==> config.mk <==
export PLATFORM = sky130hd
export DESIGN_NAME = hex_display_scanner
export DESIGN_NICKNAME = d
export VERILOG_FILES = /design/src/rtl/seg7_pkg.sv /design/src/rtl/hex_display_scanner_pwm_gen.sv /design/src/rtl/hex_display_scanner.sv
export SDC_FILE = /design/constraint.sdc
export NUM_CORES = 1
export LEC_CHECK = 0
export CELL_PAD_IN_SITES_DETAIL_PLACEMENT = 1
export CELL_PAD_IN_SITES_GLOBAL_PLACEMENT = 1
export CORE_AREA = 2 2 89 91
export DETAILED_ROUTE_END_ITERATION = 16
export DIE_AREA = 0 0 91 93
export GPL_TIMING_DRIVEN = 0
export PLACE_DENSITY = 0.77
export SLEW_MARGIN = 20
export SYNTH_ARGS = -nofsm -noshare
export SYNTH_HDL_FRONTEND = slang
export SYNTH_SLANG_ARGS = --single-unit
==> constraint.sdc <==
create_clock -name clock -period 4.6 [get_ports clock]
set_clock_uncertainty 0.05 [all_clocks]
set_input_delay 0.46 -clock clock [delete_from_list [all_inputs] [get_ports clock]]
set_output_delay 0.46 -clock clock [all_outputs]
set_load 0.01 [all_outputs]
==> src/rtl/seg7_pkg.sv <==
// -----------------------------------------------------------------------------
// seg7_pkg
// Shared definitions for the 7-segment display drivers.
//   - SEG_HEX_0..SEG_HEX_F : active-high {a,b,c,d,e,f,g,dp} patterns for hex
//                            digits 0..F. The dp bit is always 0 here; callers
//                            OR in their own decimal point.
//   - SEG_OFF              : active-low pattern with every segment dark.
//   - clog2()              : ceiling log2, used to size counters and indices.
// -----------------------------------------------------------------------------
package seg7_pkg;

    localparam logic [7:0] SEG_HEX_0 = 8'hFC;
    localparam logic [7:0] SEG_HEX_1 = 8'h60;
    localparam logic [7:0] SEG_HEX_2 = 8'hDA;
    localparam logic [7:0] SEG_HEX_3 = 8'hF2;
    localparam logic [7:0] SEG_HEX_4 = 8'h66;
    localparam logic [7:0] SEG_HEX_5 = 8'hB6;
    localparam logic [7:0] SEG_HEX_6 = 8'hBE;
    localparam logic [7:0] SEG_HEX_7 = 8'hE0;
    localparam logic [7:0] SEG_HEX_8 = 8'hFE;
    localparam logic [7:0] SEG_HEX_9 = 8'hE6;
    localparam logic [7:0] SEG_HEX_A = 8'hEE;
    localparam logic [7:0] SEG_HEX_B = 8'h3E;
    localparam logic [7:0] SEG_HEX_C = 8'h9C;
    localparam logic [7:0] SEG_HEX_D = 8'h7A;
    localparam logic [7:0] SEG_HEX_E = 8'h9E;
    localparam logic [7:0] SEG_HEX_F = 8'h8E;

    // Active-low: all segments (and dp) dark.
    localparam logic [7:0] SEG_OFF = 8'hFF;

    // Ceiling log2 of n; returns 0 for n <= 1. Callers clamp to a minimum
    // width of 1 where a zero-width vector would be illegal.
    function automatic int clog2(input int n);
        int r;
        r = 0;
        for (int k = 0; k < 31; k++) begin
            if ((32'sd1 << k) < n) begin
                r = k + 1;
            end else begin
                r = r;
            end
        end
        return r;
    endfunction

endpackage

==> src/rtl/hex_display_scanner_pwm_gen.sv <==
// -----------------------------------------------------------------------------
// pwm_gen
// Brightness PWM for the display scanner. A free-running 8-bit counter is
// compared against the live brightness value.
// Ports:
//   clock       in  1  system clock, rising edge
//   reset       in  1  asynchronous, active-high
//   brightness  in  8  duty: 0 = never on, 255 = always on
//   pwm_on      out 1  combinational compare of the current counter value;
//                      the consumer registers it, so the pin sees one cycle
//                      of latency
// -----------------------------------------------------------------------------
module pwm_gen (
    input  logic       clock,
    input  logic       reset,
    input  logic [7:0] brightness,
    output logic       pwm_on
);

    logic [7:0] p_r;
    logic       pwm_on_s;

    // Free-running PWM phase counter, wraps 255 -> 0.
    always_ff @(posedge clock or posedge reset) begin
        if (reset) begin
            p_r <= 8'h00;
        end else begin
            p_r <= p_r + 8'h01;
        end
    end

    // Duty compare; 255 is forced fully on since p < 255 would miss one phase.
    always_comb begin
        pwm_on_s = 1'b0;
        if (brightness == 8'hFF) begin
            pwm_on_s = 1'b1;
        end else begin
            pwm_on_s = (p_r < brightness);
        end
    end

    assign pwm_on = pwm_on_s;

endmodule

==> src/rtl/hex_display_scanner.sv <==
// -----------------------------------------------------------------------------
// hex_display_scanner
// Time-multiplexed driver for a DIGITS-wide common-anode 7-segment display
// showing a hex value, with per-digit decimal points, leading-zero blanking,
// PWM brightness, an anti-ghost blanking gap at the start of every digit slot,
// a load-strobed shadow register and a once-per-frame pulse.
// Parameters:
//   DIGITS  number of digits (1..8), digit 0 is the rightmost
//   PERIOD  clock cycles per digit slot (>= BLANK+2)
//   BLANK   cycles at the start of each slot with all digits off
// Ports:
//   clock       in  1         system clock, rising edge
//   reset       in  1         asynchronous, active-high
//   value       in  4*DIGITS  hex value, nibble i drives digit i
//   dp          in  DIGITS    decimal point request per digit, 1 = lit
//   load        in  1         capture value/dp into the shadow this cycle
//   blank_lz    in  1         suppress leading zeros (live)
//   brightness  in  8         PWM duty (live)
//   digit       out DIGITS    digit enables, active-low, registered
//   segment     out 8         {a,b,c,d,e,f,g,dp}, active-low, registered
//   frame       out 1         high for the cycle the last digit's slot wraps
// -----------------------------------------------------------------------------
module hex_display_scanner
    import seg7_pkg::*;
#(
    parameter int DIGITS = 4,
    parameter int PERIOD = 50_000,
    parameter int BLANK  = 64
) (
    input  logic                  clock,
    input  logic                  reset,
    input  logic [4*DIGITS-1:0]   value,
    input  logic [DIGITS-1:0]     dp,
    input  logic                  load,
    input  logic                  blank_lz,
    input  logic [7:0]            brightness,
    output logic [DIGITS-1:0]     digit,
    output logic [7:0]            segment,
    output logic                  frame
);

    localparam int COL_W = (clog2(DIGITS) < 1) ? 1 : clog2(DIGITS);
    localparam int CNT_W = (clog2(PERIOD) < 1) ? 1 : clog2(PERIOD);

    localparam logic [COL_W-1:0] COL_LAST  = COL_W'(DIGITS - 1);
    localparam logic [CNT_W-1:0] CNT_LAST  = CNT_W'(PERIOD - 1);
    localparam logic [CNT_W-1:0] CNT_PRE   = CNT_W'(PERIOD - 2);
    localparam logic [CNT_W-1:0] CNT_BLANK = CNT_W'(BLANK);

    // Registered state
    logic [4*DIGITS-1:0] shadow_val_r;
    logic [DIGITS-1:0]   shadow_dp_r;
    logic [CNT_W-1:0]    cnt_r;
    logic [COL_W-1:0]    col_r;
    logic [7:0]          seg_r;
    logic [DIGITS-1:0]   digit_r;
    logic                frame_r;

    // Combinational helpers
    logic                wrap_s;
    logic [CNT_W-1:0]    cnt_next_s;
    logic [COL_W-1:0]    col_next_s;
    logic [3:0]          nib_s;
    logic                dp_bit_s;
    logic                zero_run_s;
    logic                blank_s;
    logic [7:0]          hex_s;
    logic [7:0]          lit_s;
    logic [7:0]          seg_next_s;
    logic                drive_on_s;
    logic [DIGITS-1:0]   digit_next_s;
    logic                frame_next_s;
    logic                pwm_on_s;

    pwm_gen u_pwm (
        .clock      (clock),
        .reset      (reset),
        .brightness (brightness),
        .pwm_on     (pwm_on_s)
    );

    // Slot counter and column sequencing: next values after this edge.
    always_comb begin
        wrap_s     = (cnt_r == CNT_LAST);
        cnt_next_s = cnt_r + {{(CNT_W-1){1'b0}}, 1'b1};
        col_next_s = col_r;
        if (wrap_s) begin
            cnt_next_s = {CNT_W{1'b0}};
            if (col_r == COL_LAST) begin
                col_next_s = {COL_W{1'b0}};
            end else begin
                col_next_s = col_r + {{(COL_W-1){1'b0}}, 1'b1};
            end
        end else begin
            col_next_s = col_r;
        end
    end

    // Pick the incoming column's nibble and dp, and decide leading-zero
    // blanking by scanning from the most significant nibble downwards.
    always_comb begin
        nib_s      = 4'h0;
        dp_bit_s   = 1'b0;
        blank_s    = 1'b0;
        zero_run_s = 1'b1;
        for (int i = DIGITS - 1; i >= 0; i--) begin
            zero_run_s = zero_run_s & (shadow_val_r[4*i +: 4] == 4'h0);
            nib_s      = (col_next_s == COL_W'(i)) ? shadow_val_r[4*i +: 4] : nib_s;
            dp_bit_s   = (col_next_s == COL_W'(i)) ? shadow_dp_r[i] : dp_bit_s;
            blank_s    = (col_next_s == COL_W'(i)) ? (blank_lz & zero_run_s & (i != 0)) : blank_s;
        end
    end

    // Hex decode of the incoming nibble (active-high before inversion).
    always_comb begin
        hex_s = 8'h00;
        case (nib_s)
            4'h0:    hex_s = SEG_HEX_0;
            4'h1:    hex_s = SEG_HEX_1;
            4'h2:    hex_s = SEG_HEX_2;
            4'h3:    hex_s = SEG_HEX_3;
            4'h4:    hex_s = SEG_HEX_4;
            4'h5:    hex_s = SEG_HEX_5;
            4'h6:    hex_s = SEG_HEX_6;
            4'h7:    hex_s = SEG_HEX_7;
            4'h8:    hex_s = SEG_HEX_8;
            4'h9:    hex_s = SEG_HEX_9;
            4'hA:    hex_s = SEG_HEX_A;
            4'hB:    hex_s = SEG_HEX_B;
            4'hC:    hex_s = SEG_HEX_C;
            4'hD:    hex_s = SEG_HEX_D;
            4'hE:    hex_s = SEG_HEX_E;
            4'hF:    hex_s = SEG_HEX_F;
            default: hex_s = 8'h00;
        endcase
    end

    // Blanking only darkens a..g; the decimal point survives it.
    always_comb begin
        lit_s = 8'h00;
        if (blank_s) begin
            lit_s = 8'h00;
        end else begin
            lit_s = hex_s;
        end
        seg_next_s = ~(lit_s | {7'b000_0000, dp_bit_s});
    end

    // Digit enables are computed from the counter/column values the pins
    // will sit beside after this edge, so the low window lines up with slot
    // positions BLANK..PERIOD-1; the PWM term is the current phase.
    always_comb begin
        drive_on_s   = (cnt_next_s >= CNT_BLANK) & pwm_on_s;
        digit_next_s = {DIGITS{1'b1}};
        for (int i = 0; i < DIGITS; i++) begin
            digit_next_s[i] = (col_next_s == COL_W'(i)) ? ~drive_on_s : 1'b1;
        end
    end

    // frame is registered one cycle early so it is high exactly while the
    // last column's counter sits on its wrapping value.
    always_comb begin
        frame_next_s = 1'b0;
        if ((cnt_r == CNT_PRE) && (col_r == COL_LAST)) begin
            frame_next_s = 1'b1;
        end else begin
            frame_next_s = 1'b0;
        end
    end

    // Shadow register: the display only ever reads these copies.
    always_ff @(posedge clock or posedge reset) begin
        if (reset) begin
            shadow_val_r <= {(4*DIGITS){1'b0}};
            shadow_dp_r  <= {DIGITS{1'b0}};
        end else if (load) begin
            shadow_val_r <= value;
            shadow_dp_r  <= dp;
        end else begin
            shadow_val_r <= shadow_val_r;
            shadow_dp_r  <= shadow_dp_r;
        end
    end

    // Slot counter and active column.
    always_ff @(posedge clock or posedge reset) begin
        if (reset) begin
            cnt_r <= {CNT_W{1'b0}};
            col_r <= {COL_W{1'b0}};
        end else begin
            cnt_r <= cnt_next_s;
            col_r <= col_next_s;
        end
    end

    // Output registers; the segment pattern only changes at slot boundaries,
    // decoded from the shadow as it stood before this edge.
    always_ff @(posedge clock or posedge reset) begin
        if (reset) begin
            seg_r   <= SEG_OFF;
            digit_r <= {DIGITS{1'b1}};
            frame_r <= 1'b0;
        end else begin
            seg_r   <= wrap_s ? seg_next_s : seg_r;
            digit_r <= digit_next_s;
            frame_r <= frame_next_s;
        end
    end

    assign digit   = digit_r;
    assign segment = seg_r;
    assign frame   = frame_r;

endmodule

# Yosys cells after proc, flatten, opt, wreduce, memory -nomap -nowiden
# Memory sizes are Yosys's and may differ from the RTL's.
# Cells that the tools add are included.
[totals]
reg_bits = 59
romBits = 112
input_bits = 32
output_inout_bits = 13
elab_cells = 57
n_memories = 1
[memory_table]
columns = ["name", "depth", "word_bits", "rd", "rd_clocked_by_memory_dff", "wr", "line", "text"]
rows = [
  ["(name not given)", 16, 7, 1, 0, 0, "hex_display_scanner.sv:117", "case (nib_s)"],
]
[classes]
n_addsub = 3
order_cmp = 2
eq_ne = 7
mux = 22
bitwise_logic = 9
reduce_logical = 5
[ops]
columns = ["cell", "count"]
rows = [
  ["$eq 16x16->1 const B", 2],
  ["$add 16x1->16 const B", 1],
  ["$ge 16x7->1 const B", 1],
  ["$mux 16", 1],
  ["$mux 4", 4],
  ["$mux 1", 14],
  ["$logic_not 4->1", 3],
  ["$add 8x1->8 const B", 1],
  ["$eq 8x8->1 const B", 1],
  ["$lt 8x8->1", 1],
  ["$mux 8", 1],
  ["$not 8->8", 1],
  ["$or 8x1->8", 1],
  ["$and 1x1->1", 6],
  ["$eq 2x2->1 const B", 3],
  ["$mux 2", 2],
  ["$add 2x1->2 const B", 1],
  ["$eq 2x1->1 const B", 1],
  ["$logic_not 2->1", 1],
  ["$logic_and 1x1->1", 1],
  ["$not 1->1", 1],
]

# Logic depth before layout (Yosys ltp)
# An unclocked memory read counts as a cell.
[depth]
word_depth = 12
depth_mapped = 15
ltp_nobuf = 14

# Cells and area by module
# From an unflattened synthesis, not the netlist that was laid out.
[unflattened]
cells_unflattened = 285
area_unflattened_um2 = 3084.2
[modules_own_cells]
columns = ["mod", "n_inst", "cells_each", "area_per_inst_um2", "seq_area_each_um2"]
rows = [
  ["hex_display_scanner", 1, 234, 2573.7, 1291.2],
  ["pwm_gen", 1, 51, 510.5, 200.2],
]

# Worst setup path before layout
# No wires, ideal clock.
[synth_timing]
kind = "register -> register"
startpoint = "reg cnt_r[4]"
endpoint = "reg seg_r[4] (netlist: segment[4])"
setup_ps = 96
t_arrival_ps = 3407
required_time_ps = 4454
setup_slack_ps = 1047
path_stages_with_launch = 14
period_less_slack_ps = 3553
path_cell_list = "dfrtp_1 > or4b_4 > nor4_4 > mux2i_1 > inv_2 > buf_6 > nand2_1 > and3_1 > a31oi_2 > ha_1 > or2_2 > a2bb2oi_1 > nand3_1 > a21oi_1"
[synth_between]
elab_chain_cells = 11
elab_cells_between_ends = 18
[synth_rtl]
columns = ["element", "line", "text"]
rows = [
  ["start: declaration", "hex_display_scanner.sv:53", "logic [CNT_W-1:0] cnt_r;"],
  ["start signal: assignment", "hex_display_scanner.sv:188", "cnt_r <= {CNT_W{1'b0}};"],
  ["start signal: assignment", "hex_display_scanner.sv:191", "cnt_r <= cnt_next_s;"],
  ["$eq 16x16->1 *", "hex_display_scanner.sv:84", "wrap_s = (cnt_r == CNT_LAST);"],
  ["$mux 2 *", "hex_display_scanner.sv:87", "if (wrap_s) begin"],
  ["named net col_next_s[0]", "hex_display_scanner.sv:62", "logic [COL_W-1:0] col_next_s;"],
  ["$eq 2x2->1", "hex_display_scanner.sv:108, hex_display_scanner.sv:110", ""],
  ["$mux 4 (4 in series)", "hex_display_scanner.sv:108", "nib_s = (col_next_s == COL_W'(i)) ? shadow_val_r[4*i +: 4] : nib_s;"],
  ["$mem_v2 16x7", "--", ""],
  ["$mux 8 *", "hex_display_scanner.sv:141", "if (blank_s) begin"],
  ["$or 8x1->8 *", "hex_display_scanner.sv:146", "seg_next_s = ~(lit_s | {7'b000_0000, dp_bit_s});"],
  ["$not 8->8 *", "hex_display_scanner.sv:146", ""],
  ["end signal: assignment", "hex_display_scanner.sv:204", "seg_r <= wrap_s ? seg_next_s : seg_r;"],
  ["end: declaration", "hex_display_scanner.sv:55", "logic [7:0] seg_r;"],
]
# Mark *: on every way through the listed nets, which the timed path passes. The rest lies on a longest branch.
# A chain may end at the register's enable or synchronous reset.

# Worst setup path in the final report
[layout_timing]
startpoint = "reg cnt_r[4]"
endpoint = "reg seg_r[4] (netlist: segment[4])"
[layout_between]
elab_chain_cells = 11
elab_cells_between_ends = 18
[layout_rtl]
columns = ["element", "line"]
rows = [
  ["$eq 16x16->1 *", "hex_display_scanner.sv:84"],
  ["$mux 2", "hex_display_scanner.sv:87"],
  ["$eq 2x2->1", "hex_display_scanner.sv:108, hex_display_scanner.sv:110"],
  ["$mux 4 (4 in series)", "hex_display_scanner.sv:108"],
  ["$mem_v2 16x7", "--"],
  ["$mux 8", "hex_display_scanner.sv:141"],
  ["$or 8x1->8", "hex_display_scanner.sv:146"],
  ["$not 8->8", "hex_display_scanner.sv:146"],
]
# Every way passes the cells marked *; elsewhere a longest branch is shown, timed or not.

==> metrics <==
outcome=complete, no violations; detailed placement HPWL=approximately 5.2 mm; clk buf depth=2; syn nets=about 340; HP Class=input pin to async pin; Antenna diodes=0; Vias/cell=between 5 and 6; Final Cycle Share=89.4%; vias=around 2.4k; CTS tree=done; ys async rst share=100%; Core Box Area=between 0.007 and 0.008 sq mm; Max H-tree Level=3; met3 usage=~3.3%; Rel. slew slack=~52%; clk slew on worst S/H paths=around 70 ps; largest net degree at the start of global routing=59; Register-to-Register Setup Slack=a little under 500 ps; max cap viols=0; fillers=between 800 and 900; Die Y-Extent=93 um; FF-to-FF Start=cnt_r[4]$_DFF_PP0_; fin. max-slew vios=0; RSZ-0062 raised after global routing=no; fmax=~240 MHz; CP Class=flop to flop; Setup-failing EPs final=0; # nets final=396; Die Area=~0.0085 sq mm; DRC Markers=0; top-area cell type share of the netlist area=around 37%; first-pass GRT wire length=about 12 mm; Critical Path Source Type=flop; CTS root buf=clkbuf_8; CP max FO=10; synth warn=0; total power=around 1.2 mW; GP Congestion=around 0.76; share of layout cells above drive strength 1=a little under a fifth; worst setup path startpoint=cnt_r[4]$_DFF_PP0_; P&R area growth vs syn=26.1%; ANT nets after route=0; Starting Density=42.2%; GR peak layer=met2; Worst Path Required=around 4800 ps; TNS Setup=0 ps; GRT Total Usage=about 18%; WL per Instance=~16 um; number of global-route vias before repair=around 2.5k; IR drop worst, VDD=roughly 180 uV; port buffer count=43; Final Critical Period=around 4000 ps; final WL=between 7 and 8 mm; M2 GR Usage=between 30% and 40%; R2R Path End=segment[4]$_DFFE_PP1N_; Gate Count Post-Synth=~290; initial antenna violation count=0; dominant cell type by area after synthesis=dfrtp_1; 1st-iter DRT viols=between 50 and 60; Synth cell types=between 40 and 50; clk sink count=59; Power Density=between 300 and 400 mW/mm^2; Avg Synthesized Cell Area=about 11 sq um; ranking of synthesized cells by area=dfrtp_1, dfstp_2, mux2_2, ha_1, xnor2_1; CP arrival=4310 ps; top-count cell post-synth=dfrtp_1; CTS Buf Count=9; gr ovfl total=0; GR Util met1=about 22%; top cells by count, synth=dfrtp_1, nor2_1, mux2_2; Synth Cell Area=0.00318 sq mm; I/O pin count=between 40 and 50; Worst-Skew Late Latency=about 340 ps; R2R cell count=10; Lkg Pwr=roughly 1.8 nW; dominant synthesized flop cell=dfrtp_1; Seq/Total Area, Yosys=between 40% and 50%; Yosys reg bits=59; Rows=32; Final Hold Fails=0; Die Wd=roughly 91 um; EDFF count, synth=0; Worst Tran Pin Value=approximately 720 ps; first drt pass iteration count=4; Worst Setup End Kind=flop
## stage by stage
stage	setup WS, ps	cell area [sq um]	hold slack [ps]	instances	util (%)
floorplan	1050	3180	397	292	-
global placement	411	3730	420	437	49.6
detailed placement	352	3760	428	438	50.0
CTS	252	4000	278	454	53.1
global route	167	4000	287	454	53.2
finish	487	4000	290	454	53.2
## area by class of cell
class / count / area [sq um] / area share [%]
Sequential cell: 59 / 1490 / 37.2
Timing Repair Buffer: 44 / 458 / 11.4
Inverter: 17 / 66.3 / 1.66
Buffer: 9 / 63.8 / 1.59
Multi-Input combinational cell: 207 / 1560 / 39.0
Clock inverter: 5 / 85.1 / 2.13
Clock buffer: 11 / 151 / 3.78
Tap cell: 102 / 128 / 3.19
## logic make-up (layout without fill, tap and decap cells)
logic type / after synthesis / after routing / share of synthesized area [%]
compound gates: 37 / 37 / 8.75
mux: 30 / 30 / 10.3
flops: 59 / 59 / 47.0
simple gates: 100 / 100 / 16.9
fa+ha+maj: 17 / 17 / 6.70
xor+xnor: 23 / 23 / 6.34
buf+inv: 26 / 86 / 4.02
## layer usage
metal | routed length [um] | vias to the layer above | share of wire (%)
met5 | 0 | - | 0
met4 | 126 | 0 | 1.7
met3 | 208 | 12 | 2.9
met2 | 3590 | 46 | 50
met1 | 3310 | 1170 | 46
li1 | - | 1145 | -
## sequential cells by signal, summed over array words and instances (netlist names)
name	cells
cnt_r	16
frame	1
segment	8
u_pwm.p_r	8
col_r	2
digit	4
shadow_val_r	16
shadow_dp_r	4
## power breakdown
part / switching, mW / internal [mW] / total [mW]
Sequential: 0.0130 / 0.537 / 0.550
Combinational: 0.0604 / 0.0723 / 0.133
Clock: 0.218 / 0.336 / 0.555
Total: 0.292 / 0.946 / 1.24
## placed cells by master, fill, tap and decap left out, types with 3 or more instances in the layout
cell type        netlist  routed
ha_1                  17      17
clkbuf_8               0      11
mux2i_1                9       8
and3_1                 6       6
inv_1                 14      13
or3_1                  4       4
dfrtp_1               47      47
nor4_1                 3       3
xor2_1                 9       9
nand3_1               19      19
a21o_1                 4       4
a31oi_1                3       3
nand4_1                8       8
clkbuf_1               5       5
clkdlybuf4s50_1        0      43
nor2_1                26      26
dfstp_2               12      12
and2_1                 3       3
mux2_2                20      20
o21a_1                 3       3
a21oi_1                7       7
buf_6                  4       4
nand2_1               16      16
xnor2_1               14      14
o21ai_0                3       3
## worst max-delay path: stages, from the launching register on
cell	delay, ps
dfrtp_1	420
or4b_4	570
nor4_4	670
mux2i_2	600
mux2i_1	550
inv_1	170
ha_1	390
or2_2	320
a2bb2oi_1	130
nand3_1	80
a21oi_1	60
## timing repair
item                       in CTS  in global routing
setup endpoints to repair       0                  1
hold buffers                    0                  0
buffers inserted                0                  0
gates resized for setup         0                  1
## worst max path at each step
| stage | to | slack (ps) | depth (start not counted) |
|---|---|---|---|
| floorplan | segment[4]$_DFFE_PP1N_ | 1050 | 13 |
| global placement | segment[4]$_DFFE_PP1N_ | 410 | 10 |
| detailed placement | segment[4]$_DFFE_PP1N_ | 350 | 10 |
| CTS | segment[4]$_DFFE_PP1N_ | 250 | 10 |
| global route | segment[4]$_DFFE_PP1N_ | 170 | 11 |
| finish | segment[4]$_DFFE_PP1N_ | 490 | 10 |
Power figures use the tool's default switching activity.
